`src/rtl/ram_port_ctrl.sv`:
```
// Front end for the two-port memory experiment: four debounced buttons, switch
// data latching, and one write FSM per memory port. Port B holds off any write
// that targets the address port A is currently setting up or writing.
module ram_port_ctrl #(
    parameter int unsigned AW        = 4,
    parameter int unsigned DW        = 4,
    parameter int unsigned DB_CYCLES = 1_000_000,
    parameter int unsigned WE_HOLD   = 100_000_000
) (
    input  logic          clk,
    input  logic          rst,
    input  logic          btn_wr_a,
    input  logic          btn_inc_a,
    input  logic          btn_wr_b,
    input  logic          btn_inc_b,
    input  logic [DW-1:0] sw_din_a,
    input  logic [DW-1:0] sw_din_b,
    output logic          we_a,
    output logic [AW-1:0] addr_a,
    output logic [DW-1:0] din_a,
    output logic          we_b,
    output logic [AW-1:0] addr_b,
    output logic [DW-1:0] din_b,
    output logic          stall_b,
    output logic [7:0]    coll_cnt
);

    localparam int unsigned DBW = (DB_CYCLES > 1) ? $clog2(DB_CYCLES) : 1;
    localparam int unsigned HW  = (WE_HOLD > 1) ? $clog2(WE_HOLD) : 1;
    localparam logic [DBW-1:0] DB_LAST   = DBW'(DB_CYCLES - 1);
    localparam logic [HW-1:0]  HOLD_LAST = HW'(WE_HOLD - 1);

    typedef enum logic [1:0] {
        IDLE,
        SETUP,
        WRITE,
        DONE
    } state_t;

    // ---------------- button debouncers ----------------
    // Bit order: 0 wr_a, 1 inc_a, 2 wr_b, 3 inc_b.
    logic [3:0]     btn_raw;
    logic [3:0]     sync_q, sync_d;
    logic [3:0]     filt_q, filt_d;
    logic [3:0]     pulse_q, pulse_d;
    logic [DBW-1:0] db_cnt_q [4];
    logic [DBW-1:0] db_cnt_d [4];

    assign btn_raw = {btn_inc_b, btn_wr_b, btn_inc_a, btn_wr_a};

    // Count cycles the sampled button differs from its filtered level; any return
    // to the filtered level restarts the count. Rising filtered edge -> one pulse.
    always_comb begin
        sync_d  = btn_raw;
        filt_d  = filt_q;
        pulse_d = '0;
        for (int unsigned i = 0; i < 4; i++) begin
            db_cnt_d[i] = '0;
            if (sync_q[i] != filt_q[i]) begin
                if (db_cnt_q[i] == DB_LAST) begin
                    filt_d[i] = sync_q[i];
                end else begin
                    db_cnt_d[i] = db_cnt_q[i] + 1'b1;
                end
            end
            pulse_d[i] = filt_d[i] & ~filt_q[i];
        end
    end

    // Debouncer state registers.
    always_ff @(posedge clk or posedge rst) begin
        if (rst) begin
            sync_q  <= '0;
            filt_q  <= '0;
            pulse_q <= '0;
            for (int unsigned i = 0; i < 4; i++) begin
                db_cnt_q[i] <= '0;
            end
        end else begin
            sync_q  <= sync_d;
            filt_q  <= filt_d;
            pulse_q <= pulse_d;
            for (int unsigned i = 0; i < 4; i++) begin
                db_cnt_q[i] <= db_cnt_d[i];
            end
        end
    end

    logic wr_a_p, inc_a_p, wr_b_p, inc_b_p;
    assign wr_a_p  = pulse_q[0];
    assign inc_a_p = pulse_q[1];
    assign wr_b_p  = pulse_q[2];
    assign inc_b_p = pulse_q[3];

    // ---------------- write FSMs ----------------
    state_t          state_a_q, state_a_d;
    state_t          state_b_q, state_b_d;
    logic [AW-1:0]   addr_a_q, addr_a_d, addr_b_q, addr_b_d;
    logic [DW-1:0]   din_a_q, din_a_d, din_b_q, din_b_d;
    logic            we_a_q, we_a_d, we_b_q, we_b_d;
    logic [HW-1:0]   hold_a_q, hold_a_d, hold_b_q, hold_b_d;
    logic [7:0]      coll_q, coll_d;
    logic            stall_q, stall_d;
    logic            a_blocks_b;
    logic            stall_b_c;

    assign a_blocks_b = ((state_a_q == SETUP) || (state_a_q == WRITE)) &&
                        (addr_a_q == addr_b_q);
    assign stall_b_c  = (state_b_q == SETUP) && a_blocks_b;

    // State and datapath registers; reset aborts any write in flight.
    always_ff @(posedge clk or posedge rst) begin
        if (rst) begin
            state_a_q <= IDLE;
            state_b_q <= IDLE;
            addr_a_q  <= '0;
            addr_b_q  <= '0;
            din_a_q   <= '0;
            din_b_q   <= '0;
            we_a_q    <= 1'b0;
            we_b_q    <= 1'b0;
            hold_a_q  <= '0;
            hold_b_q  <= '0;
            coll_q    <= '0;
            stall_q   <= 1'b0;
        end else begin
            state_a_q <= state_a_d;
            state_b_q <= state_b_d;
            addr_a_q  <= addr_a_d;
            addr_b_q  <= addr_b_d;
            din_a_q   <= din_a_d;
            din_b_q   <= din_b_d;
            we_a_q    <= we_a_d;
            we_b_q    <= we_b_d;
            hold_a_q  <= hold_a_d;
            hold_b_q  <= hold_b_d;
            coll_q    <= coll_d;
            stall_q   <= stall_d;
        end
    end

    // Next-state logic for both ports; B waits in SETUP while A owns its address.
    always_comb begin
        state_a_d = state_a_q;
        unique case (state_a_q)
            IDLE:    if (wr_a_p) state_a_d = SETUP;
            SETUP:   state_a_d = WRITE;
            WRITE:   if (hold_a_q == HOLD_LAST) state_a_d = DONE;
            DONE:    state_a_d = IDLE;
            default: state_a_d = IDLE;
        endcase

        state_b_d = state_b_q;
        unique case (state_b_q)
            IDLE:    if (wr_b_p) state_b_d = SETUP;
            SETUP:   if (!a_blocks_b) state_b_d = WRITE;
            WRITE:   if (hold_b_q == HOLD_LAST) state_b_d = DONE;
            DONE:    state_b_d = IDLE;
            default: state_b_d = IDLE;
        endcase
    end

    // Datapath/output updates: address steps, data latch, hold counter, collisions.
    // we_x is registered from the next state so it is high exactly in WRITE.
    always_comb begin
        addr_a_d = addr_a_q;
        din_a_d  = din_a_q;
        hold_a_d = '0;
        unique case (state_a_q)
            IDLE:    if (!wr_a_p && inc_a_p) addr_a_d = addr_a_q + 1'b1;
            SETUP:   din_a_d = sw_din_a;
            WRITE:   hold_a_d = (hold_a_q == HOLD_LAST) ? '0 : hold_a_q + 1'b1;
            DONE:    addr_a_d = addr_a_q + 1'b1;
            default: ;
        endcase
        we_a_d = (state_a_d == WRITE);

        addr_b_d = addr_b_q;
        din_b_d  = din_b_q;
        hold_b_d = '0;
        unique case (state_b_q)
            IDLE:    if (!wr_b_p && inc_b_p) addr_b_d = addr_b_q + 1'b1;
            SETUP:   din_b_d = sw_din_b;
            WRITE:   hold_b_d = (hold_b_q == HOLD_LAST) ? '0 : hold_b_q + 1'b1;
            DONE:    addr_b_d = addr_b_q + 1'b1;
            default: ;
        endcase
        we_b_d = (state_b_d == WRITE);

        stall_d = stall_b_c;
        coll_d  = coll_q;
        if (stall_b_c && !stall_q && (coll_q != 8'hFF)) begin
            coll_d = coll_q + 1'b1;
        end
    end

    assign we_a     = we_a_q;
    assign addr_a   = addr_a_q;
    assign din_a    = din_a_q;
    assign we_b     = we_b_q;
    assign addr_b   = addr_b_q;
    assign din_b    = din_b_q;
    assign stall_b  = stall_b_c;
    assign coll_cnt = coll_q;

endmodule

```
`config.mk`:
```
export PLATFORM = sky130hd
export DESIGN_NAME = ram_port_ctrl
export DESIGN_NICKNAME = d
export VERILOG_FILES = /design/src/rtl/ram_port_ctrl.sv
export SDC_FILE = /design/constraint.sdc
export NUM_CORES = 1
export LEC_CHECK = 0
export CELL_PAD_IN_SITES_DETAIL_PLACEMENT = 0
export CELL_PAD_IN_SITES_GLOBAL_PLACEMENT = 1
export CORE_UTILIZATION = 51
export DETAILED_ROUTE_END_ITERATION = 10
export DONT_BUFFER_PORTS = 1
export PLACE_DENSITY = 0.8
export SETUP_SLACK_MARGIN = 0.5
export SYNTH_ARGS = -nofsm -noshare
export SYNTH_HDL_FRONTEND = slang
export SYNTH_SLANG_ARGS = --single-unit
```
`constraint.sdc`:
```
create_clock -name clk -period 11.3 [get_ports clk]
set_input_delay 3.39 -clock clk [delete_from_list [all_inputs] [get_ports clk]]
set_output_delay 3.39 -clock clk [all_outputs]
set_load 0.02 [all_outputs]
```
==> metrics.md, run 1 <==
| Metric | Value |
|---|---|
| Routed Antenna Nets | `0` |
| Synth cell count leaders | `dfrtp_1, nor2_1, xor2_1` |
| Initial Util | `52.4%` |
| IO Count | `41` |
| Post-placement cell count | `around 990` |
| CTS tree | `done` |
| Htree depth | `4` |
| Chip Height | `~130 µm` |
| Placed Area | `8540 µm²` |
| HPWL after detailed placement | `about 11000 µm` |
| Reg2reg path depth | `5` |
| WS Path Type | `flop to output port` |
| Via count | `5549` |
| Design area | `9110 µm²` |
| ANT cells | `0` |
| Hold_ws | `about 0.47 ns` |
| Post-synth EDFFs | `0` |
| Hold buffers post-CTS | `0` |
| Yosys cell types | `between 50 and 60` |
| Synth Register Bits | `around 180` |
| Avg WL per Cell | `15.2 µm` |
| Post-synth top area share | `53.2%` |
| First-pass GRT wire length | `26400 µm` |
| Share of post-route cells with drive strength above 1 | `between 8 and 9%` |
| Final worst path period share | `about half` |
| Max-slew headroom at the worst pin | `around 29%` |
| Most numerous cell in the Yosys netlist | `dfrtp_1` |
| Critical path peak fanout | `5` |
| Worst setup EP type | `output port` |
| Post-CTS Setup Inserts | `0` |
| Syn Inst Count | `between 700 and 800` |
| Fillers | `approximately 1400` |
| DRT Pass-1 Iters | `4` |
| DRC | `0` |
| Vias in the first global route | `roughly 5500` |
| YS warnings | `0` |
| Clock skew | `approximately 0.0091 ns` |
| Setup TNS | `0 ns` |
| Slew @ Worst Pin | `approximately 1.1 ns` |
| Post-Route WL | `15600 µm` |
| Setup violators final | `0` |
| Hold Path Stages | `1` |
| Synthesis-to-layout area growth | `9.52%` |
| Post-synthesis cell area | `8320 µm²` |
| Via-to-Cell Ratio | `approximately 5.4` |
| Maximum clock path buffer count | `2` |
| Reg clk slew, reported paths | `approximately 0.070 ns` |
| Critical path required time | `just under 8 ns` |
| Dominant cells by area after synthesis | `dfrtp_1, xor2_1, nor2_1` |
| CTS root buf | `clkbuf_16` |
| CP max stage delay | `0.53 ns` |
| Top_reg_cell synth | `dfrtp_1` |
| Status | `completed` |
| Clock Sinks | `about 180` |
| Fin. Hold Viols | `0` |
| Final period demand of the worst path | `5.51 ns` |
| CP delay by family, top | `simple AND/OR/NAND/NOR gates` |
| CTS-repair resized insts | `0` |
| Final Max Tran Viols | `0` |
| Worst skew pair latency | `between 0.4 and 0.5 ns` |
| Core ar. | `15900 µm²` |
| Total of max-cap violations | `0` |
| Die area | `16800 µm²` |
| HP Class | `flop to flop` |
| Grt total ovfl | `0` |
| FP Rows | `46` |
| Initial antenna violation count | `0` |
| Leakage | `between 0.003 and 0.004 µW` |
| CP startpoint kind | `flop` |
| Maximum number of pins on one net before global-route repair | `around 120` |
| Max VDD drop | `about 110 µV` |
| Fin cells | `between 1000 and 1500` |
| Syn nets | `816` |
| Synth area leader | `dfrtp_1` |
| Async SR Flop Fraction | `100%` |
| Total CTS buffers | `17` |
| NumNets Final | `824` |
| DRT iter0 DRCs | `just under 300` |
| I/O Buffers | `0` |
| GR Util All Layers | `~20%` |
| Final GP Congestion | `between 0.7 and 0.8` |
| Die width | `approximately 130 µm` |
| Unrepaired setup endpoints after global routing | `false` |
| CP bufs+invs | `0` |
| Avg Inst Size Synth | `10.6 µm²` |
| Crit-path slowest cell | `dfrtp_1` |
| Crit path DAT | `~2.1 ns` |
| Total power | `~1200 µW` |
| Register area share after synthesis | `a little over half` |
| Stages on worst setup path | `4` |
| Pwr per Cell Area | `136 nW/µm²` |
| Achievable Freq | `0.181 GHz` |
| CP Cell Sequence | `xor2_1 > nor3_1 > nand3_1 > nor2_1` |
[cells by family after synthesis]
group	synth area share, %
AND/OR/NAND/NOR	25.7
adder cells (fa/ha/maj)	2.11
buffers and inverters	1.50
flip-flops	53.2
XOR/XNOR	14.7
multiplexers	1.61
AO/OA/AOI/OAI	1.11
[worst paths after layout]
path                        startpoint          end  slack [ns]
max reg2reg                coll_cnt[0]  coll_cnt[1]        8.89
min in group asynchronous          rst    addr_a[2]        3.08
max in group asynchronous          rst  hold_a_q[9]        6.93
min                          filt_q[2]   pulse_q[2]        0.47
min reg2reg                  filt_q[2]   pulse_q[2]        0.47
max                          addr_b[0]      stall_b        5.79
[placed cells by master, fill, tap and decap left out, types with 10 or more instances in the layout]
cell type,synthesis,final
and3_1,18,18
and4_1,10,10
clkbuf_16,0,17
dfrtp_1,177,177
ha_1,14,14
inv_1,16,15
mux2_2,10,10
nand2_1,50,50
nand3_1,62,62
nand4_1,36,36
nor2_1,155,155
xnor2_1,55,55
xor2_1,85,85
[state kept, by name (all words and copies together) (netlist names), 4 cells and up]
signal / count
addr_a: 4
addr_b: 4
coll_cnt: 8
db_cnt_q: 80
din_a: 4
din_b: 4
filt_q: 4
hold_a_q: 27
hold_b_q: 27
pulse_q: 4
sync_q: 4
[layer usage]
layer	vias up	wire, µm	track usage (%)
met5	-	0	0
met1	2757	7440	27.2
met2	81	7470	32.5
met4	0	230	8.14
li1	2691	-	-
met3	20	469	4.63
[worst register-to-register path, cell delays in order, from the launching register on]
cell and delay (ns):
dfrtp_1 0.49, ha_1 0.34, and3_1 0.22, a311oi_1 0.32, and4_1 0.54, mux2_2 0.39
[layout make-up]
cell class                 count  area, µm²  area share, %
sequential                   177       4430           48.6
multi-input combinational    583       3760           41.3
clock buffer                  18        429           4.71
tap                          216        270           2.97
clock inverter                14        145           1.59
inverter                      16       65.1          0.714
timing repair buffer           1       7.51         0.0824
[through the flow]
stage               util, %  setup WS [ns]
floorplan                 -           3.11
global placement       53.7           6.31
detailed placement     53.7           6.22
CTS                    57.3           5.75
global route           57.3           5.66
finish                 57.3           5.79
[where the power goes]
part / switching (µW) / internal [µW] / total (µW)
sequential: 4.62 / 637 / 642
clock: 264 / 312 / 576
combinational: 18.7 / 4.58 / 23.3
Power figures use the tool's default switching activity.
==> inputs of run 2 (changes only) <==
clock period = 5.5 ns   (was 11.3 ns; I/O delays follow)
==> metrics.md, run 2 (same netlist as run 1, synthesis figures left out) <==
| Metric | Value |
|---|---|
| Status | `completed` |
| Avg WL per Cell | `15.2 µm (-0.14%)` |
| DRT iter0 DRCs | `225 (-24%)` |
| First-pass GRT wire length | `26900 µm (+1.7%)` |
| Crit path DAT | `2.01 ns (-0.11 ns)` |
| Pwr per Cell Area | `295 nW/µm² (+120%)` |
| Final Max Tran Viols | `0 (unchanged)` |
| Unrepaired setup endpoints after global routing | `false` |
| Register area | `4430 µm² (unchanged)` |
| Initial Util | `52.4% (unchanged)` |
| Max-slew headroom at the worst pin | `34.0% (+4.7 points)` |
| Total CTS buffers | `17 (unchanged)` |
| Fin cells | `1026 (+0.098%)` |
| WS Path Type | `flop to output port` |
| IO Count | `41 (unchanged)` |
| ANT cells | `0 (unchanged)` |
| Maximum number of pins on one net before global-route repair | `120 (-3.2%)` |
| Post-placement cell count | `994 (+0.10%)` |
| GR Util All Layers | `20.5% (+0.078 points)` |
| HPWL after detailed placement | `10900 µm (+0.89%)` |
| Post-Route WL | `15600 µm (about the same)` |
| Busiest grt layer | `met2` |
| Share of post-route cells with drive strength above 1 | `8.52% (+0.11 points)` |
| Grt total ovfl | `0 (unchanged)` |
| Setup TNS | `0 ns (unchanged)` |
| Via-to-Cell Ratio | `5.40 (-0.30%)` |
| CTS tree | `done` |
| CP max stage delay | `0.54 ns (about the same)` |
| HP Class | `flop to flop` |
| Final GP Congestion | `0.760 (-4.6%)` |
| Int Power | `2190 µW (+130%)` |
| Critical path required time | `3.85 ns (-4.06 ns)` |
| Crit-path slowest cell | `dfrtp_1` |
| Chip Height | `130 µm (unchanged)` |
| Largest register by flop count | `db_cnt_q` |
| Reg clk slew, reported paths | `0.06 ns (about the same)` |
| P_sw | `537 µW (+87%)` |
| Core ar. | `15900 µm² (unchanged)` |
| Fin. Hold Viols | `0 (unchanged)` |
| Met3 Usage GRT | `5.66% (+1.0 points)` |
| Hold_ws | `0.476 ns (+0.00269 ns)` |
| Leakage | `0.00401 µW (+1.5%)` |
| Die width | `130 µm (unchanged)` |
| Via count | `5538 (-0.20%)` |
| Commonest non-fill, non-tap cells in the layout | `dfrtp_1, nor2_1, xor2_1, nand3_1, xnor2_1` |
| CP startpoint kind | `flop` |
| Hold buffers post-CTS | `0 (unchanged)` |
| Reg power frac | `48.4% (-3.3 points)` |
| Clock Power Share | `49.7% (+3.3 points)` |
| FP Rows | `46 (unchanged)` |
| Vias in the first global route | `5633 (+3.3%)` |
| Routed Antenna Nets | `0 (unchanged)` |
| Critical path peak fanout | `5 (unchanged)` |
| Setup violators final | `0 (unchanged)` |
| Biggest regs | `db_cnt_q x80, hold_a_q x27, hold_b_q x27` |
| Fillers | `1382 (+0.95%)` |
| DRT Pass-1 Iters | `4 (unchanged)` |
| Synthesis-to-layout area growth | `10.9%` |
| I/O Buffers | `0 (unchanged)` |
| Met1 global-route usage | `26.7% (-0.43 points)` |
| Final worst path period share | `between 60% and 70%` |
| Total of max-cap violations | `0 (unchanged)` |
| Grt met2 use | `33.2% (+0.63 points)` |
| Area of the multi-input gates | `3760 µm² (unchanged)` |
| CTS-repair resized insts | `0 (unchanged)` |
| CTS root buf | `clkbuf_16` |
| PnR worst setup slack | `1.84 ns (-3.95 ns)` |
| Htree depth | `4 (unchanged)` |
| Total power | `2730 µW (+120%)` |
| Final period demand of the worst path | `3.66 ns` |
| Clock skew | `0.00958 ns (+0.000461 ns)` |
| Combinational share of power | `1.8% (about the same)` |
| Max VDD drop | `232 µV (+110%)` |
| Most common cell after layout, fill and taps aside | `dfrtp_1` |
| Die area | `16800 µm² (unchanged)` |
| CP delay by family, top | `simple AND/OR/NAND/NOR gates` |
| DRC | `0 (unchanged)` |
| Slew @ Worst Pin | `0.988 ns (-0.0732 ns)` |
| Worst setup EP type | `output port` |
| Post-CTS Setup Inserts | `0 (unchanged)` |
| CP bufs+invs | `0 (unchanged)` |
| NumNets Final | `825 (+0.12%)` |
| Worst skew pair latency | `0.42 ns (about the same)` |
| Achievable Freq | `roughly 0.27 GHz` |
| Max reg flops | `80 (unchanged)` |
| Initial antenna violation count | `0 (unchanged)` |
| Maximum clock path buffer count | `2 (unchanged)` |
| Setup WS pre-CTS | `2.24 ns (-3.98 ns)` |
| CP Cell Sequence | `xor2_1 > nor3_1 > nand3_1 > nor2_1` |
| Clock Sinks | `177 (unchanged)` |
| Sw frac | `19.7% (-3.5 points)` |
run 2: changes by cell type in the layout (fill, tap and decap cells not counted):
cell,delta
clkinv_4,-2
bufinv_16,+4
clkinv_2,+2
clkinvlp_4,-1
inv_8,-3
inv_6,-5
buf_12,+1
clkbuf_8,+5
run 2: path summary, 6_finish.rpt:
| check | to | slack (ns) | cells after the start | from |
|---|---|---|---|---|
| worst max-delay path | stall_b | 1.84 | 4 | addr_b[0] |
| worst min-delay path | hold_b_q[0] | 0.48 | 1 | hold_b_q[0] |
| worst max register to register | hold_a_q[5] | 3.20 | 5 | hold_a_q[0] |
| worst min register to register | hold_b_q[0] | 0.48 | 1 | hold_b_q[0] |
| max in group asynchronous | db_cnt_q[35] | 3.10 | 2 | rst |
| min in group asynchronous | sync_q[1] | 1.30 | 1 | rst |
run 2: through the flow:
step | util (%) | cell area (µm²)
3_3_place_gp | 53.9 | 8550
2_1_floorplan | - | 8320
4_1_cts | 58.1 | 9230
3_5_place_dp | 53.9 | 8550
5_1_grt | 58.1 | 9230
6_report | 58.1 | 9230
run 2: worst register-to-register path, delay by kind of cell (launching register included):
family                   cells  cell delay [ns]
AO/OA/AOI/OAI                1             0.80
AND/OR/NAND/NOR              3             0.69
flip-flops                   1             0.41
adder cells (fa/ha/maj)      1             0.24
run 2: per-layer routing:
layer  wire (µm)  part of all wire (%)
met1        7170                    46
met2        7540                    48
met3         632                   4.1
met4         258                   1.7
met5           0                     0
run 2: power by group through the flow:
stage          Sequential [µW]  Clock [µW]  Combinational (µW)
6_report                  1320        1360                49.7
5_1_grt                   1320        1440                59.2
4_1_cts                   1320        1380                52.5
3_5_place_dp              1340           0                52.5
3_3_place_gp              1340           0                50.2
2_1_floorplan             1340           0                39.4
run 2: layout make-up:
class                           count  share of cell area, %
Sequential cell                   177                   48.0
Inverter                           16                  0.692
Timing Repair Buffer                2                  0.298
Tap cell                          216                   2.93
Clock inverter                      9                   1.89
Multi-Input combinational cell    583                   40.8
Clock buffer                       23                   5.40
